File: config.mk
export PLATFORM = sky130hd
export DESIGN_NAME = bpred_next_pc
export DESIGN_NICKNAME = d
export VERILOG_FILES = /design/src/rtl/bpred_pkg.sv /design/src/rtl/bpred_counter2.sv /design/src/rtl/bpred_next_pc.sv
export SDC_FILE = /design/constraint.sdc
export NUM_CORES = 2
export LEC_CHECK = 0
export BUFFER_PORTS_ARGS = -buffer_cell sky130_fd_sc_hd__buf_2
export CORE_AREA = 2 2 367 369
export DETAILED_ROUTE_END_ITERATION = 16
export DIE_AREA = 0 0 369 371
export HOLD_SLACK_MARGIN = 0.06
export PLACE_DENSITY = 0.63
export REMOVE_ABC_BUFFERS = 1
export SLEW_MARGIN = 20
export SYNTH_ARGS = -nofsm -noshare
export SYNTH_HDL_FRONTEND = slang
export SYNTH_SLANG_ARGS = --single-unit
File: constraint.sdc
create_clock -name i_clk -period 7.7 [get_ports i_clk]
set_clock_uncertainty 0.1 [all_clocks]
set_input_delay 0.385 -clock i_clk [delete_from_list [all_inputs] [get_ports i_clk]]
set_output_delay 0.385 -clock i_clk [all_outputs]
set_load 0.01 [all_outputs]
File: src/rtl/bpred_pkg.sv
// Shared types and constants for the next-PC predictor: counter encoding, default geometry, BTB entry layout.
// No logic; latency and backpressure are properties of the modules that import it.
package bpred_pkg;

    typedef enum logic [1:0] {
        SNT = 2'b00,
        WNT = 2'b01,
        WT  = 2'b10,
        ST  = 2'b11
    } ctr_e;

    localparam int          DEF_XLEN     = 32;
    localparam int          DEF_ENTRIES  = 16;
    localparam logic [31:0] DEF_RESET_PC = 32'h0000_0000;
    localparam int          PC_INC       = 4;

    localparam int DEF_IDXW = $clog2(DEF_ENTRIES);
    localparam int DEF_TAGW = DEF_XLEN - DEF_IDXW - 2;

    // Entry layout at the default geometry; the top re-declares it at its own parameter widths.
    typedef struct packed {
        logic                valid;
        logic [DEF_TAGW-1:0] tag;
        logic [DEF_XLEN-1:0] target;
        ctr_e                ctr;
    } btb_entry_t;

endpackage

File: src/rtl/bpred_counter2.sv
// 2-bit saturating direction counter next-state function.
// Latency: combinational, zero cycles.
// Backpressure: none; pure function of state and outcome.
module bpred_counter2
    import bpred_pkg::*;
(
    input  ctr_e state,
    input  logic taken,
    output ctr_e next_state
);

    always_comb begin
        next_state = state;
        unique case (state)
            SNT: next_state = taken ? WNT : SNT;
            WNT: next_state = taken ? WT  : SNT;
            WT:  next_state = taken ? ST  : WNT;
            ST:  next_state = taken ? ST  : WT;
            default: next_state = state;
        endcase
    end

endmodule

File: src/rtl/bpred_next_pc.sv
// Next-PC generator: direct-mapped BTB + 2-bit counters feeding the fetch PC register. Optional BPRED_STATS_EN adds counters.
// Latency: prediction is combinational from pc_i; table updates become visible the cycle after upd_valid_i.
// Backpressure: stall_i drops pc_en_o unless redirect_i overrides; training is never stalled.
module bpred_next_pc
    import bpred_pkg::*;
#(
    parameter int               XLEN     = DEF_XLEN,
    parameter int               ENTRIES  = DEF_ENTRIES,
    parameter logic [XLEN-1:0]  RESET_PC = XLEN'(DEF_RESET_PC)
) (
    input  logic            i_clk,
    input  logic            rst_i,
    input  logic [XLEN-1:0] pc_i,
    input  logic            stall_i,
    input  logic            redirect_i,
    input  logic [XLEN-1:0] redirect_pc_i,
    input  logic            upd_valid_i,
    input  logic [XLEN-1:0] upd_pc_i,
    input  logic            upd_taken_i,
    input  logic [XLEN-1:0] upd_target_i,
`ifdef BPRED_STATS_EN
    output logic [31:0]     stat_branches_o,
    output logic [31:0]     stat_mispred_o,
`endif
    output logic [XLEN-1:0] next_pc_o,
    output logic            pc_en_o,
    output logic            pred_taken_o
);

    localparam int IDXW = $clog2(ENTRIES);
    localparam int TAGW = XLEN - IDXW - 2;
    localparam logic [XLEN-1:0] INC = XLEN'(PC_INC);

    typedef struct packed {
        logic            valid;
        logic [TAGW-1:0] tag;
        logic [XLEN-1:0] target;
        ctr_e            ctr;
    } entry_t;

    entry_t tbl [ENTRIES];

    logic [IDXW-1:0] rd_idx, wr_idx;
    logic [TAGW-1:0] rd_tag, wr_tag;
    entry_t          rd_ent, wr_ent;
    logic            rd_hit, wr_hit;
    ctr_e            ctr_nxt;
    logic            unused_lsbs;

    assign rd_idx      = pc_i[IDXW+1:2];
    assign rd_tag      = pc_i[XLEN-1:IDXW+2];
    assign wr_idx      = upd_pc_i[IDXW+1:2];
    assign wr_tag      = upd_pc_i[XLEN-1:IDXW+2];
    assign unused_lsbs = ^{pc_i[1:0], upd_pc_i[1:0]};

    assign rd_ent = tbl[rd_idx];
    assign wr_ent = tbl[wr_idx];
    assign rd_hit = rd_ent.valid && (rd_ent.tag == rd_tag);
    assign wr_hit = wr_ent.valid && (wr_ent.tag == wr_tag);

    bpred_counter2 u_ctr (
        .state      (wr_ent.ctr),
        .taken      (upd_taken_i),
        .next_state (ctr_nxt)
    );

    // Table may still hold stale state before the first reset edge, so gate the prediction.
    always_comb begin
        pred_taken_o = !rst_i && rd_hit && rd_ent.ctr[1];
        pc_en_o      = rst_i || redirect_i || !stall_i;
        if (rst_i)
            next_pc_o = RESET_PC;
        else if (redirect_i)
            next_pc_o = redirect_pc_i;
        else if (pred_taken_o)
            next_pc_o = rd_ent.target;
        else
            next_pc_o = pc_i + INC;
    end

    always_ff @(posedge i_clk) begin
        if (rst_i) begin
            for (int i = 0; i < ENTRIES; i++)
                tbl[i] <= '{valid: 1'b0, tag: '0, target: '0, ctr: WNT};
        end else if (upd_valid_i) begin
            if (wr_hit) begin
                tbl[wr_idx].ctr <= ctr_nxt;
                if (upd_taken_i)
                    tbl[wr_idx].target <= upd_target_i;
            end else if (upd_taken_i) begin
                tbl[wr_idx] <= '{valid: 1'b1, tag: wr_tag, target: upd_target_i, ctr: WT};
            end
        end
    end

`ifdef BPRED_STATS_EN
    always_ff @(posedge i_clk) begin
        if (rst_i) begin
            stat_branches_o <= '0;
            stat_mispred_o  <= '0;
        end else begin
            if (upd_valid_i && stat_branches_o != '1)
                stat_branches_o <= stat_branches_o + 32'd1;
            if (redirect_i && stat_mispred_o != '1)
                stat_mispred_o <= stat_mispred_o + 32'd1;
        end
    end
`endif

endmodule
Word level (Yosys, flattened, before mapping) --
Memories as Yosys holds them, arrays and structs flattened. Index checks and enable logic that the tools add are counted.
Word-level totals: flip-flop bits (word level) 0, RAM bits 976, input port bits 134, memories kept 1
Memories:
- tbl | words 16, width 61, rd ports 2, clocked after memory_dff 0, wr ports 16, line bpred_next_pc.sv:41 | entry_t tbl [ENTRIES];
Cells by class: $add $sub $neg 1, equality and inequality tests 5, mux-type cells 28, bitwise operators 2, reductions and logical operators 10
Operators by type and width (number):
- 2-to-1 mux 32 bit | 4
- 2-to-1 mux 61 bit | 1
- OR reduction 61 bit | 1
- equality test 26 bit | 2
- adder 32 x 3 -> 32 bit, second input constant | 1
- 2-to-1 mux 1 bit | 17
- case mux 2 bit (4 select lines) | 1
- 2-to-1 mux 2 bit | 3
- equality test 2 bit, second input constant | 2
- logical AND 1 bit | 4
- 2-to-1 mux 4 bit | 1
- 2-to-1 mux 3 bit | 1
- equality test 2 x 1 -> 1 bit, second input constant | 1
- logical NOT 1 bit | 2
- logical NOT 2 bit | 1
- logical OR 1 bit | 2
- OR 1 bit | 2

Depth between registers and ports, before layout --
An unclocked memory read counts as a cell.
word-level depth 10, mapped depth 16

Cells and area by module --
A second synthesis with hierarchy kept.
Second synthesis, totals: cell total of the unflattened synthesis 3354, area total of the unflattened synthesis 48889.4 µm²
Modules (own cells, without submodules):
- bpred_next_pc | times used 1, cells an instance 3351, area an instance 48863.1 µm²
- bpred_counter2 | times used 1, cells an instance 3, area an instance 26.3 µm²

Worst setup path after synthesis --
No wires, ideal clock.
path type input to register, from input port upd_pc_i[2], to memory tbl[10][10] (netlist bit), enable pin, setup time 0.466 ns, arrival 3.858 ns, data required time 7.134 ns, setup slack 3.276 ns, stages on the path 7, path through buf_6 buf_6 nor2b_1 clkbuf_1 nand3_1 clkbuf_1 o21ai_0
RTL lines:
- from (decl) | line bpred_next_pc.sv:18 | input logic [XLEN-1:0] upd_pc_i,
- to (decl) | line bpred_next_pc.sv:41

Worst setup path in the final report --
from input port pc_i[2], to output port next_pc_o[30]
On the way: cells in the longest elaborated chain, start to end 8
RTL lines:
- from (decl) | line bpred_next_pc.sv:13 | input logic [XLEN-1:0] pc_i,
- memory read (16 x 61 bit)
- equality test 26 bit | line bpred_next_pc.sv:58 | assign rd_hit = rd_ent.valid && (rd_ent.tag == rd_tag);
- logical AND 1 bit | line bpred_next_pc.sv:58
- logical AND 1 bit (2 in series) | line bpred_next_pc.sv:69 | pred_taken_o = !rst_i && rd_hit && rd_ent.ctr[1];
- 2-to-1 mux 32 bit * | line bpred_next_pc.sv:75 | else if (pred_taken_o)
- 2-to-1 mux 32 bit * | line bpred_next_pc.sv:73 | else if (redirect_i)
- 2-to-1 mux 32 bit * | line bpred_next_pc.sv:71 | if (rst_i)
- to (decl) | line bpred_next_pc.sv:25 | output logic [XLEN-1:0] next_pc_o,
Mark *: on every way between the ends. The rest lies on a longest branch, timed or not.

==> flow_summary_export.csv <==
group,metric,value,unit
critical_path,family_with_the_most_delay_on_the_worst_path,"buffers and inverters",
layout,drive_above_1_share,0.2477,
layout,largest_register_ffs,976,
critical_path,r2r_end,"tbl[0][0]",
floorplan,die_x,369,um
clock_tree,cts.htree.levels,3,
drt,topRoutingLayerUsed,"met5",
timing,setup_slack,1.458,ns
global_routing,via_count_of_the_first_global_routing_pass,31752,
global_routing,groute.usage.overall,0.2418,
drt,drtAntennaViolNets,0,
pwr,power-per-cell-area,225.0,nW/um^2
timing,least_margin_pin_slew,1.160,ns
clock_tree,number_of_buffers_inserted_during_clock_tree_synthesis,100,
layout,nets,3531,
critical_path,worst-r2r-cell-count,9,
placed_design,placement.setup.worst_slack,1.591,ns
layout,final_instance_count_without_filler_cells,5255,
drt,detail_route.vias_per_cell,6.184,
critical_path,timing.critical_path.required,7.21,ns
floorplan,num_rows,134,
min_path,hold_path_depth,2,
clock_tree,clkSinkCount,976,
layout,layout_commonest_cell,"sky130_fd_sc_hd__edfxtp_1",
global_routing,antenna_found_initial,23,
synthesis,syn_inst,3382,
pwr,peakVddDrop,0.0001737,V
layout,largest_register,"tbl",
drt,mean_routed_wirelength_per_cell,31.86,um
synthesis,synth-async-reset-ratio,0,
layout,areaGrowthSynthToFinish,12.65,%
critical_path,crit_start,"pc_i[2]",
synthesis,ys_ff_latch,976,
timing,finalWorstPathRequiredPeriod,6.242,ns
global_routing,overflow,0,
placed_design,gp_congestion,0.8654,
floorplan,core,132800,um^2
critical_path,path_common_cell,"sky130_fd_sc_hd__buf_4",
flow_run,max_cap_violations,0,
synthesis,synth_edf_count,960,
layout,postLayoutCoreUtil,0.4248,
timing,timing.slew.headroom,0.2264,
critical_path,worstReg2RegStart,"tbl[4][49]",
clock_tree,clkLatencyLatePin,0.73,ns
critical_path,worst-r2r-setup-slack,3.25,ns
drt,drtPass1Iterations,7,
critical_path,worstSetupPathDepth,13,
clock_tree,max-clock-path-buffers,3,
timing,grt_setup_unrepaired,"no",
critical_path,crit_buf_inv,4,
status,outcome,"finished, final reports clean",
critical_path,critical_path_peak_fanout,60,
drt,remaining_drc_errors,0,
synthesis,yosys_most_used_dff,"sky130_fd_sc_hd__edfxtp_1",
clock_tree,cts_tree,"yes",
floorplan,fp.dieH,371,um
drt,met3_wl_post_dr,18.52,mm
timing,setup_viol_count_final,0,
timing,slew_violations,0,
drt,starting_drt_drc_count,4534,
pwr,p_leak,0.02111,uW
timing,timing.final.crit_share,0.8106,
clock_tree,post_cts_buffers,0,
synthesis,synth.cell_area,50070,um^2
synthesis,synth.yosys.seq_area_share,0.5821,
timing,fmax,160.2,MHz
clock_tree,clkTransAtPathRegs,0.06,ns
critical_path,timing.critical_path.cells,"buf_8, buf_4, mux4_2, a22o_1, a221oi_1, xnor2_1, nor4_1, nand2_1, nor4_4, buf_4, mux2i_1, a211oi_1, buf_2",
timing,aggregate_negative_setup_slack,0,ns
critical_path,slowest_stage,"sky130_fd_sc_hd__mux2i_1",
drt,wl_met1,64.96,mm
critical_path,worstSetupEndpointType,"output pin",
critical_path,delay_of_the_slowest_cell_on_the_worst_path,0.80,ns
critical_path,endpoint,"next_pc_o[30]",
floorplan,floorplan.die_area,136900,um^2
synthesis,post_synth_num_cell_types,72,
floorplan,io_pins,168,
placed_design,place.detailed.hpwl,92.08,mm
layout,reg.largest.list,"tbl: 976 flops",
placed_design,portBuffers,165,
drt,wl_met2,78.53,mm
critical_path,worst-endpoint-arrival,5.76,ns
global_routing,largest_net_degree_at_the_start_of_global_routing,240,
timing,final_hold_fails,0,
drt,vias,32499,
synthesis,yosysWarnings,0,
placed_design,dpl.cell_count,5026,
layout,layout.cells.most_common_list,"sky130_fd_sc_hd__edfxtp_1, sky130_fd_sc_hd__and3_1, sky130_fd_sc_hd__and2_1",
floorplan,start_util,0.3771,
layout,fillers,11858,
drt,routed_wirelength,167.4,mm
global_routing,grt_pass1_wl,236.7,mm
synthesis,per_instance_average_area_after_synthesis,14.81,um^2
critical_path,worst-setup-path-type,"input port to output pin",
min_path,hold_crit_path_type,"input port to flip-flop",
critical_path,critPathLaunchType,"input port",
clock_tree,cts-root-buf,"sky130_fd_sc_hd__clkbuf_16",
==> repair_timing <==
| action | in CTS | in global routing |
|---|---|---|
| hold buffers | 35 | 0 |
| endpoints found under the hold margin | 528 | 0 |
| resized for setup | 0 | 0 |
==> per-layer routing <==
layer	vias up	track usage
met5	-	0
met4	22	0.08226
met3	316	0.04948
met2	1965	0.3822
met1	16891	0.3329
li1	13305	-
==> cells in the mapped netlist, types with 4 or more instances <==
| cell | instances | area, um^2 |
|---|---|---|
| sky130_fd_sc_hd__o221ai_1 | 4 | 35.03 |
| sky130_fd_sc_hd__and2_1 | 389 | 2434 |
| sky130_fd_sc_hd__dfxtp_1 | 16 | 320.3 |
| sky130_fd_sc_hd__buf_4 | 12 | 90.09 |
| sky130_fd_sc_hd__o22ai_1 | 6 | 37.54 |
| sky130_fd_sc_hd__or2_2 | 19 | 118.9 |
| sky130_fd_sc_hd__xor2_1 | 24 | 210.2 |
| sky130_fd_sc_hd__clkbuf_1 | 295 | 1107 |
| sky130_fd_sc_hd__mux4_1 | 8 | 210.2 |
| sky130_fd_sc_hd__nor2b_1 | 11 | 68.82 |
| sky130_fd_sc_hd__buf_6 | 15 | 168.9 |
| sky130_fd_sc_hd__nand2b_1 | 6 | 37.54 |
| sky130_fd_sc_hd__edfxtp_1 | 960 | 28830 |
| sky130_fd_sc_hd__nand3_1 | 29 | 145.1 |
| sky130_fd_sc_hd__a31o_2 | 16 | 140.1 |
| sky130_fd_sc_hd__o2bb2ai_1 | 4 | 35.03 |
| sky130_fd_sc_hd__a22o_1 | 32 | 280.3 |
| sky130_fd_sc_hd__mux2_2 | 6 | 67.56 |
| sky130_fd_sc_hd__o21ai_0 | 32 | 160.2 |
| sky130_fd_sc_hd__mux4_2 | 360 | 8108 |
| sky130_fd_sc_hd__nor4_1 | 9 | 56.30 |
| sky130_fd_sc_hd__o21ai_1 | 5 | 25.02 |
| sky130_fd_sc_hd__nor3_1 | 26 | 130.1 |
| sky130_fd_sc_hd__nor2_1 | 72 | 270.3 |
| sky130_fd_sc_hd__and3_1 | 548 | 3428 |
| sky130_fd_sc_hd__mux2i_1 | 96 | 960.9 |
| sky130_fd_sc_hd__a211oi_1 | 34 | 255.2 |
| sky130_fd_sc_hd__a221oi_2 | 4 | 60.06 |
| sky130_fd_sc_hd__nand4_1 | 13 | 81.33 |
| sky130_fd_sc_hd__buf_1 | 26 | 97.59 |
| sky130_fd_sc_hd__a21oi_1 | 21 | 105.1 |
| sky130_fd_sc_hd__buf_2 | 31 | 155.2 |
| sky130_fd_sc_hd__inv_1 | 13 | 48.80 |
| sky130_fd_sc_hd__a221oi_1 | 22 | 192.7 |
| sky130_fd_sc_hd__xnor2_1 | 53 | 464.2 |
| sky130_fd_sc_hd__a21o_1 | 29 | 217.7 |
| sky130_fd_sc_hd__a22oi_1 | 19 | 142.6 |
| sky130_fd_sc_hd__o211ai_1 | 11 | 82.58 |
| sky130_fd_sc_hd__nand2_1 | 58 | 217.7 |
==> report_power, final <==
| group | internal (uW) | total, uW | switching (uW) | leakage [uW] |
|---|---|---|---|---|
| registers | 6110 | 6220 | 109 | 0.00928 |
| logic | 546 | 1360 | 817 | 0.0102 |
| clock network | 2930 | 5110 | 2180 | 0.00165 |
| total | 9590 | 12700 | 3110 | 0.0211 |
==> worst min path at each step <==
stage	from	slack, ns	endpoint
finish	upd_target_i[5]	0.08	tbl[9][7]
global route	upd_pc_i[14]	0.09	tbl[15][42]
CTS	upd_pc_i[11]	0.06	tbl[3][39]
detailed placement	tbl[11][60]	0.37	tbl[11][60]
global placement	tbl[11][60]	0.36	tbl[11][60]
floorplan	tbl[0][60]	0.34	tbl[0][60]
==> cell type report <==
cell class                      instances  area (um^2)  area share
Sequential cell                       976        29150      0.5167
Multi-Input combinational cell       2010        19530      0.3463
Clock buffer                          125         2690     0.04769
Tap cell                             1768         2212     0.03921
Timing Repair Buffer                  293         2034     0.03607
Clock inverter                         61        719.4     0.01275
Inverter                               15        56.30   0.0009981
Antenna cell                            7        17.52   0.0003105
==> kinds of logic after synthesis <==
logic type      after synthesis  share of synthesized area
fa+ha+maj                     2                  0.0004497
compound gates              263                    0.03995
xor+xnor                     77                    0.01347
buf+inv                     396                    0.03426
simple gates               1198                     0.1431
flops                       976                     0.5821
mux                         470                     0.1867
==> stage by stage <==
| step | hold slack (ns) | area, um^2 | power [uW] |
|---|---|---|---|
| floorplan | 0.3442 | 48420 | 6980 |
| global placement | 0.3648 | 52610 | 7633 |
| detailed placement | 0.3721 | 52610 | 7656 |
| CTS | 0.06169 | 56370 | 12700 |
| global route | 0.09086 | 56400 | 12990 |
| finish | 0.08430 | 56410 | 12690 |
Note: power is estimated with default switching activity, not from simulation.
